<file path="src/rtl/legv8_ctrl_pkg.sv">
// Shared types and encodings for the LEGv8 multi-cycle control path.
package legv8_ctrl_pkg;

  typedef enum logic [3:0] {
    ST_IDLE, ST_FETCH, ST_DECODE, ST_MEM_ADDR, ST_MEM_RD, ST_MEM_WB,
    ST_MEM_WR, ST_R_EXEC, ST_R_WB, ST_CBZ_EX, ST_B_EX, ST_HALT
  } state_t;

  localparam logic [10:0] OPC_LDUR = 11'b11111000010;
  localparam logic [10:0] OPC_STUR = 11'b11111000000;
  localparam logic [10:0] OPC_ADD  = 11'b10001011000;
  localparam logic [10:0] OPC_SUB  = 11'b11001011000;
  localparam logic [10:0] OPC_AND  = 11'b10001010000;
  localparam logic [10:0] OPC_ORR  = 11'b10101010000;
  localparam logic [7:0]  OPC_CBZ8 = 8'b10110100;
  localparam logic [5:0]  OPC_B6   = 6'b000101;

  localparam logic [1:0] ALUOP_ADD   = 2'b00;
  localparam logic [1:0] ALUOP_PASSB = 2'b01;
  localparam logic [1:0] ALUOP_RTYPE = 2'b10;

  localparam logic [1:0] SRCB_REG  = 2'b00;
  localparam logic [1:0] SRCB_FOUR = 2'b01;
  localparam logic [1:0] SRCB_IMM  = 2'b10;
  localparam logic [1:0] SRCB_IMM2 = 2'b11;

endpackage

</file>
<file path="src/rtl/legv8_opc_class.sv">
// Opcode classifier: maps IR[31:21] onto the instruction classes the FSM branches on.
module legv8_opc_class
  import legv8_ctrl_pkg::*;
(
  input  logic [10:0] opcode,
  output logic        is_ld,
  output logic        is_st,
  output logic        is_r,
  output logic        is_cbz,
  output logic        is_b,
  output logic        is_bad
);

  assign is_ld  = (opcode == OPC_LDUR);
  assign is_st  = (opcode == OPC_STUR);
  assign is_r   = (opcode == OPC_ADD) || (opcode == OPC_SUB) ||
                  (opcode == OPC_AND) || (opcode == OPC_ORR);
  assign is_cbz = (opcode[10:3] == OPC_CBZ8);
  assign is_b   = (opcode[10:5] == OPC_B6);
  assign is_bad = ~(is_ld | is_st | is_r | is_cbz | is_b);

endmodule

</file>
<file path="src/rtl/legv8_mc_control.sv">
// Multi-cycle LEGv8 main control FSM: state register plus a combinational
// output decode, so an async reset clears every strobe without a clock edge.
module legv8_mc_control
  import legv8_ctrl_pkg::*;
#(
  parameter int OPC_W        = 11,
  parameter bit ILLEGAL_HALT = 1'b0
) (
  input  logic             clk,
  input  logic             rst,
  input  logic [OPC_W-1:0] opcode,
  input  logic             zero,
  input  logic             mem_ready,
  output logic             PCWrite,
  output logic             PCWriteCond,
  output logic             IorD,
  output logic             MemRead,
  output logic             MemWrite,
  output logic             IRWrite,
  output logic             MemtoReg,
  output logic             RegWrite,
  output logic             Reg2Loc,
  output logic             ALUSrcA,
  output logic [1:0]       ALUSrcB,
  output logic [1:0]       ALUOp,
  output logic             PCSource,
  output logic             retire,
  output logic             illegal
);

  state_t state_q, state_d;
  logic   is_st_q;
  logic   c_ld, c_st, c_r, c_cbz, c_b, c_bad;

  // The zero flag gates the PC load in the datapath, not here.
  wire unused_zero = zero;

  legv8_opc_class u_cls (
    .opcode (opcode[10:0]),
    .is_ld  (c_ld),
    .is_st  (c_st),
    .is_r   (c_r),
    .is_cbz (c_cbz),
    .is_b   (c_b),
    .is_bad (c_bad)
  );

  always_ff @(posedge clk or posedge rst) begin
    if (rst) begin
      state_q <= ST_IDLE;
      is_st_q <= 1'b0;
    end else begin
      state_q <= state_d;
      if (state_q == ST_DECODE) is_st_q <= c_st;
    end
  end

  always_comb begin
    state_d     = state_q;
    PCWrite     = 1'b0;
    PCWriteCond = 1'b0;
    IorD        = 1'b0;
    MemRead     = 1'b0;
    MemWrite    = 1'b0;
    IRWrite     = 1'b0;
    MemtoReg    = 1'b0;
    RegWrite    = 1'b0;
    Reg2Loc     = 1'b0;
    ALUSrcA     = 1'b0;
    ALUSrcB     = SRCB_REG;
    ALUOp       = ALUOP_ADD;
    PCSource    = 1'b0;
    retire      = 1'b0;
    illegal     = 1'b0;
    case (state_q)
      ST_IDLE: state_d = ST_FETCH;
      ST_FETCH: begin
        MemRead = 1'b1;
        ALUSrcB = SRCB_FOUR;
        IRWrite = mem_ready;
        PCWrite = mem_ready;
        if (mem_ready) state_d = ST_DECODE;
      end
      ST_DECODE: begin
        ALUSrcB = SRCB_IMM2;
        Reg2Loc = c_st | c_cbz;
        illegal = c_bad;
        if (c_ld || c_st)  state_d = ST_MEM_ADDR;
        else if (c_r)      state_d = ST_R_EXEC;
        else if (c_cbz)    state_d = ST_CBZ_EX;
        else if (c_b)      state_d = ST_B_EX;
        else               state_d = ILLEGAL_HALT ? ST_HALT : ST_FETCH;
      end
      ST_MEM_ADDR: begin
        ALUSrcA = 1'b1;
        ALUSrcB = SRCB_IMM;
        state_d = is_st_q ? ST_MEM_WR : ST_MEM_RD;
      end
      ST_MEM_RD: begin
        MemRead = 1'b1;
        IorD    = 1'b1;
        if (mem_ready) state_d = ST_MEM_WB;
      end
      ST_MEM_WB: begin
        RegWrite = 1'b1;
        MemtoReg = 1'b1;
        retire   = 1'b1;
        state_d  = ST_FETCH;
      end
      ST_MEM_WR: begin
        MemWrite = 1'b1;
        IorD     = 1'b1;
        Reg2Loc  = 1'b1;
        retire   = mem_ready;
        if (mem_ready) state_d = ST_FETCH;
      end
      ST_R_EXEC: begin
        ALUSrcA = 1'b1;
        ALUOp   = ALUOP_RTYPE;
        state_d = ST_R_WB;
      end
      ST_R_WB: begin
        RegWrite = 1'b1;
        retire   = 1'b1;
        state_d  = ST_FETCH;
      end
      ST_CBZ_EX: begin
        ALUSrcA     = 1'b1;
        ALUOp       = ALUOP_PASSB;
        Reg2Loc     = 1'b1;
        PCWriteCond = 1'b1;
        PCSource    = 1'b1;
        retire      = 1'b1;
        state_d     = ST_FETCH;
      end
      ST_B_EX: begin
        PCWrite  = 1'b1;
        PCSource = 1'b1;
        retire   = 1'b1;
        state_d  = ST_FETCH;
      end
      ST_HALT: state_d = ST_HALT;
      default: state_d = ST_IDLE;
    endcase
  end

endmodule
</file>
<file path="config.mk">
export PLATFORM = sky130hd
export DESIGN_NAME = legv8_mc_control
export DESIGN_NICKNAME = d
export VERILOG_FILES = /design/src/rtl/legv8_ctrl_pkg.sv /design/src/rtl/legv8_opc_class.sv /design/src/rtl/legv8_mc_control.sv
export SDC_FILE = /design/constraint.sdc
export NUM_CORES = 1
export LEC_CHECK = 0
export ABC_CLOCK_PERIOD_IN_PS = 3400
export BUFFER_PORTS_ARGS = -buffer_cell sky130_fd_sc_hd__buf_2
export CAP_MARGIN = 10
export CORE_MARGIN = 8
export CORE_UTILIZATION = 48
export DETAILED_ROUTE_END_ITERATION = 12
export MAX_ROUTING_LAYER = met4
export PLACE_DENSITY = 0.83
export SETUP_SLACK_MARGIN = 0.4
export SYNTH_ARGS = -nofsm -noshare
export SYNTH_HDL_FRONTEND = slang
export SYNTH_SLANG_ARGS = --single-unit
export TNS_END_PERCENT = 10
</file>
<file path="constraint.sdc">
create_clock -name clk -period 3.4 [get_ports clk]
set_clock_uncertainty 0.05 [all_clocks]
set_input_delay 0.68 -clock clk [delete_from_list [all_inputs] [get_ports clk]]
set_output_delay 0.68 -clock clk [all_outputs]
set_load 0.05 [all_outputs]
</file>
# After elaboration in Yosys (flattened, before gate mapping)

Cells that the tools add are included.

Reduce and logical (&&, ||, !) cells: 14
Multiplexer cells: 24
Bitwise gates (word level): 6
Equality and inequality tests: 22

Operator list:

| cell                   | count |
|---|---|
| $eq A11 B11 Y1 const B | 6 |
| $pmux W4 S8            | 1 |
| $mux W4                | 7 |
| $eq A4 B3 Y1 const B   | 4 |
| $eq A4 B4 Y1 const B   | 4 |
| $mux W1                | 10 |
| $reduce_or A2 Y1       | 5 |
| $eq A4 B2 Y1 const B   | 2 |
| $eq A8 B8 Y1 const B   | 1 |
| $eq A6 B3 Y1 const B   | 1 |
| $ne A2 B2 Y1 const B   | 3 |
| $pmux W1 S2            | 3 |
| $pmux W2 S3            | 1 |
| $or A1 B1 Y1           | 5 |
| $reduce_or A5 Y1       | 1 |
| $eq A4 B1 Y1 const B   | 1 |
| $logic_not A4 Y1       | 1 |
| $logic_or A1 B1 Y1     | 4 |
| $pmux W2 S2            | 1 |
| $reduce_or A4 Y1       | 1 |
| $reduce_and A3 Y1      | 1 |
| $reduce_or A3 Y1       | 1 |
| $mux W2                | 1 |
| $not A1 Y1             | 1 |

Logic and storage cells: 68
Input bits: 15
Output and inout port bits: 17
Register bits after elaboration: 5

# Logic depth before layout (Yosys ltp)

Depth in word-level cells: 9
Depth in mapped cells: 6
Mapped depth without buffers: 4

# Hierarchy

A second synthesis with hierarchy kept.

Cell total of the unflattened synthesis: 89
Area, all modules: 696.9 um^2

Modules (own cells, without submodules):

| module           | seq. area each (um^2) | times used | area each (um^2) | cells an instance |
|---|---|---|---|---|
| legv8_mc_control | 125.1                 | 1          | 558.0            | 76 |
| legv8_opc_class  | 0.0                   | 1          | 138.9            | 13 |

# Worst setup path after synthesis

OpenSTA, ideal clock, no wires.

Path kind: reg-to-output
From: register state_q[0]
To: output port retire
Path slack: 0.620 ns
Data arrival time: 2.050 ns
Stages on the path, launching flop included: 6
Path through: dfrtp_1 -> buf_2 -> buf_2 -> nand2_1 -> a21boi_0 -> o31ai_1

Longest elaborated chain between the ends: 3
Elaborated cells between the ends (all ways): 7
Classes of those cells: eq/ne (5); mux (1); reduce/logical (1)

RTL lines:

| element                                      | RTL line               | text |
|---|---|---|
| from (decl)                                  | legv8_mc_control.sv:31 | `state_t state_q, state_d;` |
| from (signal assigned)                       | legv8_mc_control.sv:53 | `state_q <= state_d;` |
| $eq A4 B4 Y1 or $eq A4 B3 Y1 (tied branches) | legv8_mc_control.sv:75 | `case (state_q)` |
| $reduce_or A4 Y1 (no line)                   | -                      |  |
| $pmux W1 S2 *                                | legv8_mc_control.sv:75 |  |
| to (decl)                                    | legv8_mc_control.sv:27 | `output logic retire,` |

Every way passes the cells marked *; elsewhere a longest branch is shown, timed or not.

# Worst setup path after layout

From: input port opcode[0]
To: output port Reg2Loc

Longest elaborated chain between the ends: 3

RTL lines:

| element        | RTL line               | text |
|---|---|---|
| from (decl)    | legv8_mc_control.sv:11 | `input logic [OPC_W-1:0] opcode,` |
| $eq A11 B11 Y1 | legv8_opc_class.sv:15  | `assign is_st = (opcode == OPC_STUR);` |
| $or A1 B1 Y1   | legv8_mc_control.sv:86 | `Reg2Loc = c_st \| c_cbz;` |
| $pmux W1 S2    | legv8_mc_control.sv:75 |  |
| to (decl)      | legv8_mc_control.sv:22 | `output logic Reg2Loc,` |

Every way passes these cells.

==> results.ini <==
[synthesis]
syn_area_per_cell_um2 = 7.22
synth_area_um2 = 649
synth_warnings = 0
synthesis.nets = 105
yosys_register_bits = 5
synth_top_area_share_pct = 19.3
yosysSeqAreaShare_pct = 19.3
syn_inst = 90
synthTopCellsByArea = dfrtp_1 19%, nor2_1 8.7%, nand2b_1 5.8%
synth_top_cell_by_area = dfrtp_1
synth_cell_type_count = 34

[clock_tree]
cts_buffers = 3
clk_latency_ns = 0.25
cts_setup_buffers = 0
numClockSinks = 5
path_clk_slew_ns = 0.05
clk_path_buf_depth = 2
cts_tree = yes
htreeDepth = 1
cts_hold_buf = 0
cts_resized = 0
cts_root_buf = clkbuf_4

[pwr]
leakagePower_nw = 0.391
power_density_nw_per_um2 = 951
peakVddDrop_uv = 504

[route]
dr.pass1.iters = 4
antenna_left = 0
drc = 0
first_iter_violations = 20
routed_via_density = 5.72
drt-total-wl_um = 1830
wl_per_cell_um = 13.8
dr_total_vias = 761

[final_layout]
final_common_cell = buf_2
drive_gt1_share_pct = 34.7
postLayoutCoreUtil_pct = 63.1
layout_common_cells = 30 x buf_2, 15 x nor2_1, 8 x nand2_1, 7 x inv_1, 6 x nand2b_1
nNetsFinal = 134
antenna_cells = 0
fin_cells = 133
area_growth_pct = 24.9
fin_area_um2 = 811

[global_route]
grt_max_degree = 19
grt_remaining_overflow = 0
grt_pass1_vias = 725
track_usage_pct = 13.9
grt_first_pass_wirelength_um = 2990
antenna_found_initial = 0

[die]
die-area_um2 = 2790
pin_count = 32
die_h_um = 52.8
rows = 13
start_util_pct = 50.5
dieWidth_um = 52.8
core_um2 = 1280

[min_path]
hp-class = in -> async

[sta]
setup_tns_ns = 0
fmax_ghz = 0.363
finalCritPeriodShare_pct = 81.1
rsz0062_at_grt = no
hold_viol = 0
slew_viol_final = 0
whs_ns = 0.263
finalCriticalPeriod_ns = 2.76
tightest_slew_ns = 0.530
finalSetupViolCount = 0
slew_headroom_pct = 64.6

[placement]
post-dp-hpwl_um = 1410
dp.cells = 129
place_congestion = 0.828
io_buffers = 30
placed_cell_area_um2 = 785

[run]
cap_violations = 0

[run_status]
status = complete, no violations

[critical_path]
crit_arrival_ns = 2.03
crit_path_max_fanout = 4
cp.required_ns = 2.67
cp-start-kind = primary input
crit_type = in -> out
cp-end-kind = output pin

[per-stage QoR]
stage	worst slack, ns	total power [mW]
finish	0.643	0.771
global route	0.591	0.821
CTS	0.642	0.776
detailed placement	0.645	0.700
global placement	0.647	0.694
floorplan	0.620	0.597
[cell type report]
type	count	area (um2)
fill	117	474
multi-input combinational	72	464
timing repair buffer	30	150
sequential	5	125
clock buffer	4	26.3
inverter	7	26.3
tap	15	18.8
[cells by family (layout without fill, tap and decap cells)]
logic type      Yosys count  after routing  synth area share, %
buf+inv                  13             41                 9.25
simple gates             46             46                 40.7
flops                     5              5                 19.3
compound gates           26             26                 30.8
[worst paths after layout]
path / to / slack [ns] / startpoint / depth (start not counted)
min: state_q[3] / 0.26 / rst / 2
max in group asynchronous: is_st_q / 2.87 / rst / 2
min in group clk: is_st_q / 0.44 / is_st_q / 2
max: Reg2Loc / 0.64 / opcode[0] / 6
min reg2reg: is_st_q / 0.44 / is_st_q / 2
max reg2reg: state_q[2] / 1.82 / state_q[3] / 4
[power by group]
group / internal, mW / total, mW / switching (mW)
Clock: 0.0446 / 0.0729 / 0.0283
Sequential: 0.0806 / 0.156 / 0.0750
Combinational: 0.151 / 0.543 / 0.392
[sequential cells by signal (all words and copies together), names as in the netlist]
register  flops
state_q       4
is_st_q       1
[routing by layer]
layer  share of wire, %  up-vias  wire length (um)  GRT usage [%]
met4               0.76        0                14           3.88
met5                  0        -                 0              -
li1                   -      386                 -              -
met3                6.9        2               126           3.41
met2                 45       38               834           22.1
met1                 47      335               858           16.9
[critical path, cell delays in order]
cell	delay [ns]
buf_2	0.09
or4b_4	0.58
o32ai_2	0.14
a31oi_1	0.13
o22ai_2	0.13
buf_2	0.28
[Yosys cell counts, drive strengths merged]
| cell | n |
|---|---|
| nand4bb | 1 |
| nor3 | 2 |
| or3 | 1 |
| a21boi | 2 |
| a21oi | 4 |
| a31oi | 4 |
| dfrtp | 5 |
| o211ai | 2 |
| a32oi | 1 |
| or4b | 1 |
| inv | 7 |
| clkbuf | 1 |
| and3 | 1 |
| and2 | 1 |
| a221oi | 1 |
| a221o | 1 |
| nor4 | 1 |
| nand3 | 3 |
| nand2 | 8 |
| buf | 5 |
| o31ai | 1 |
| and4bb | 2 |
| a311oi | 1 |
| o32ai | 1 |
| nand2b | 6 |
| nor2b | 3 |
| o41ai | 1 |
| a211oi | 3 |
| o21ai | 3 |
| o22ai | 1 |
| nor2 | 16 |
No activity file was read; power rests on OpenSTA's default activity.
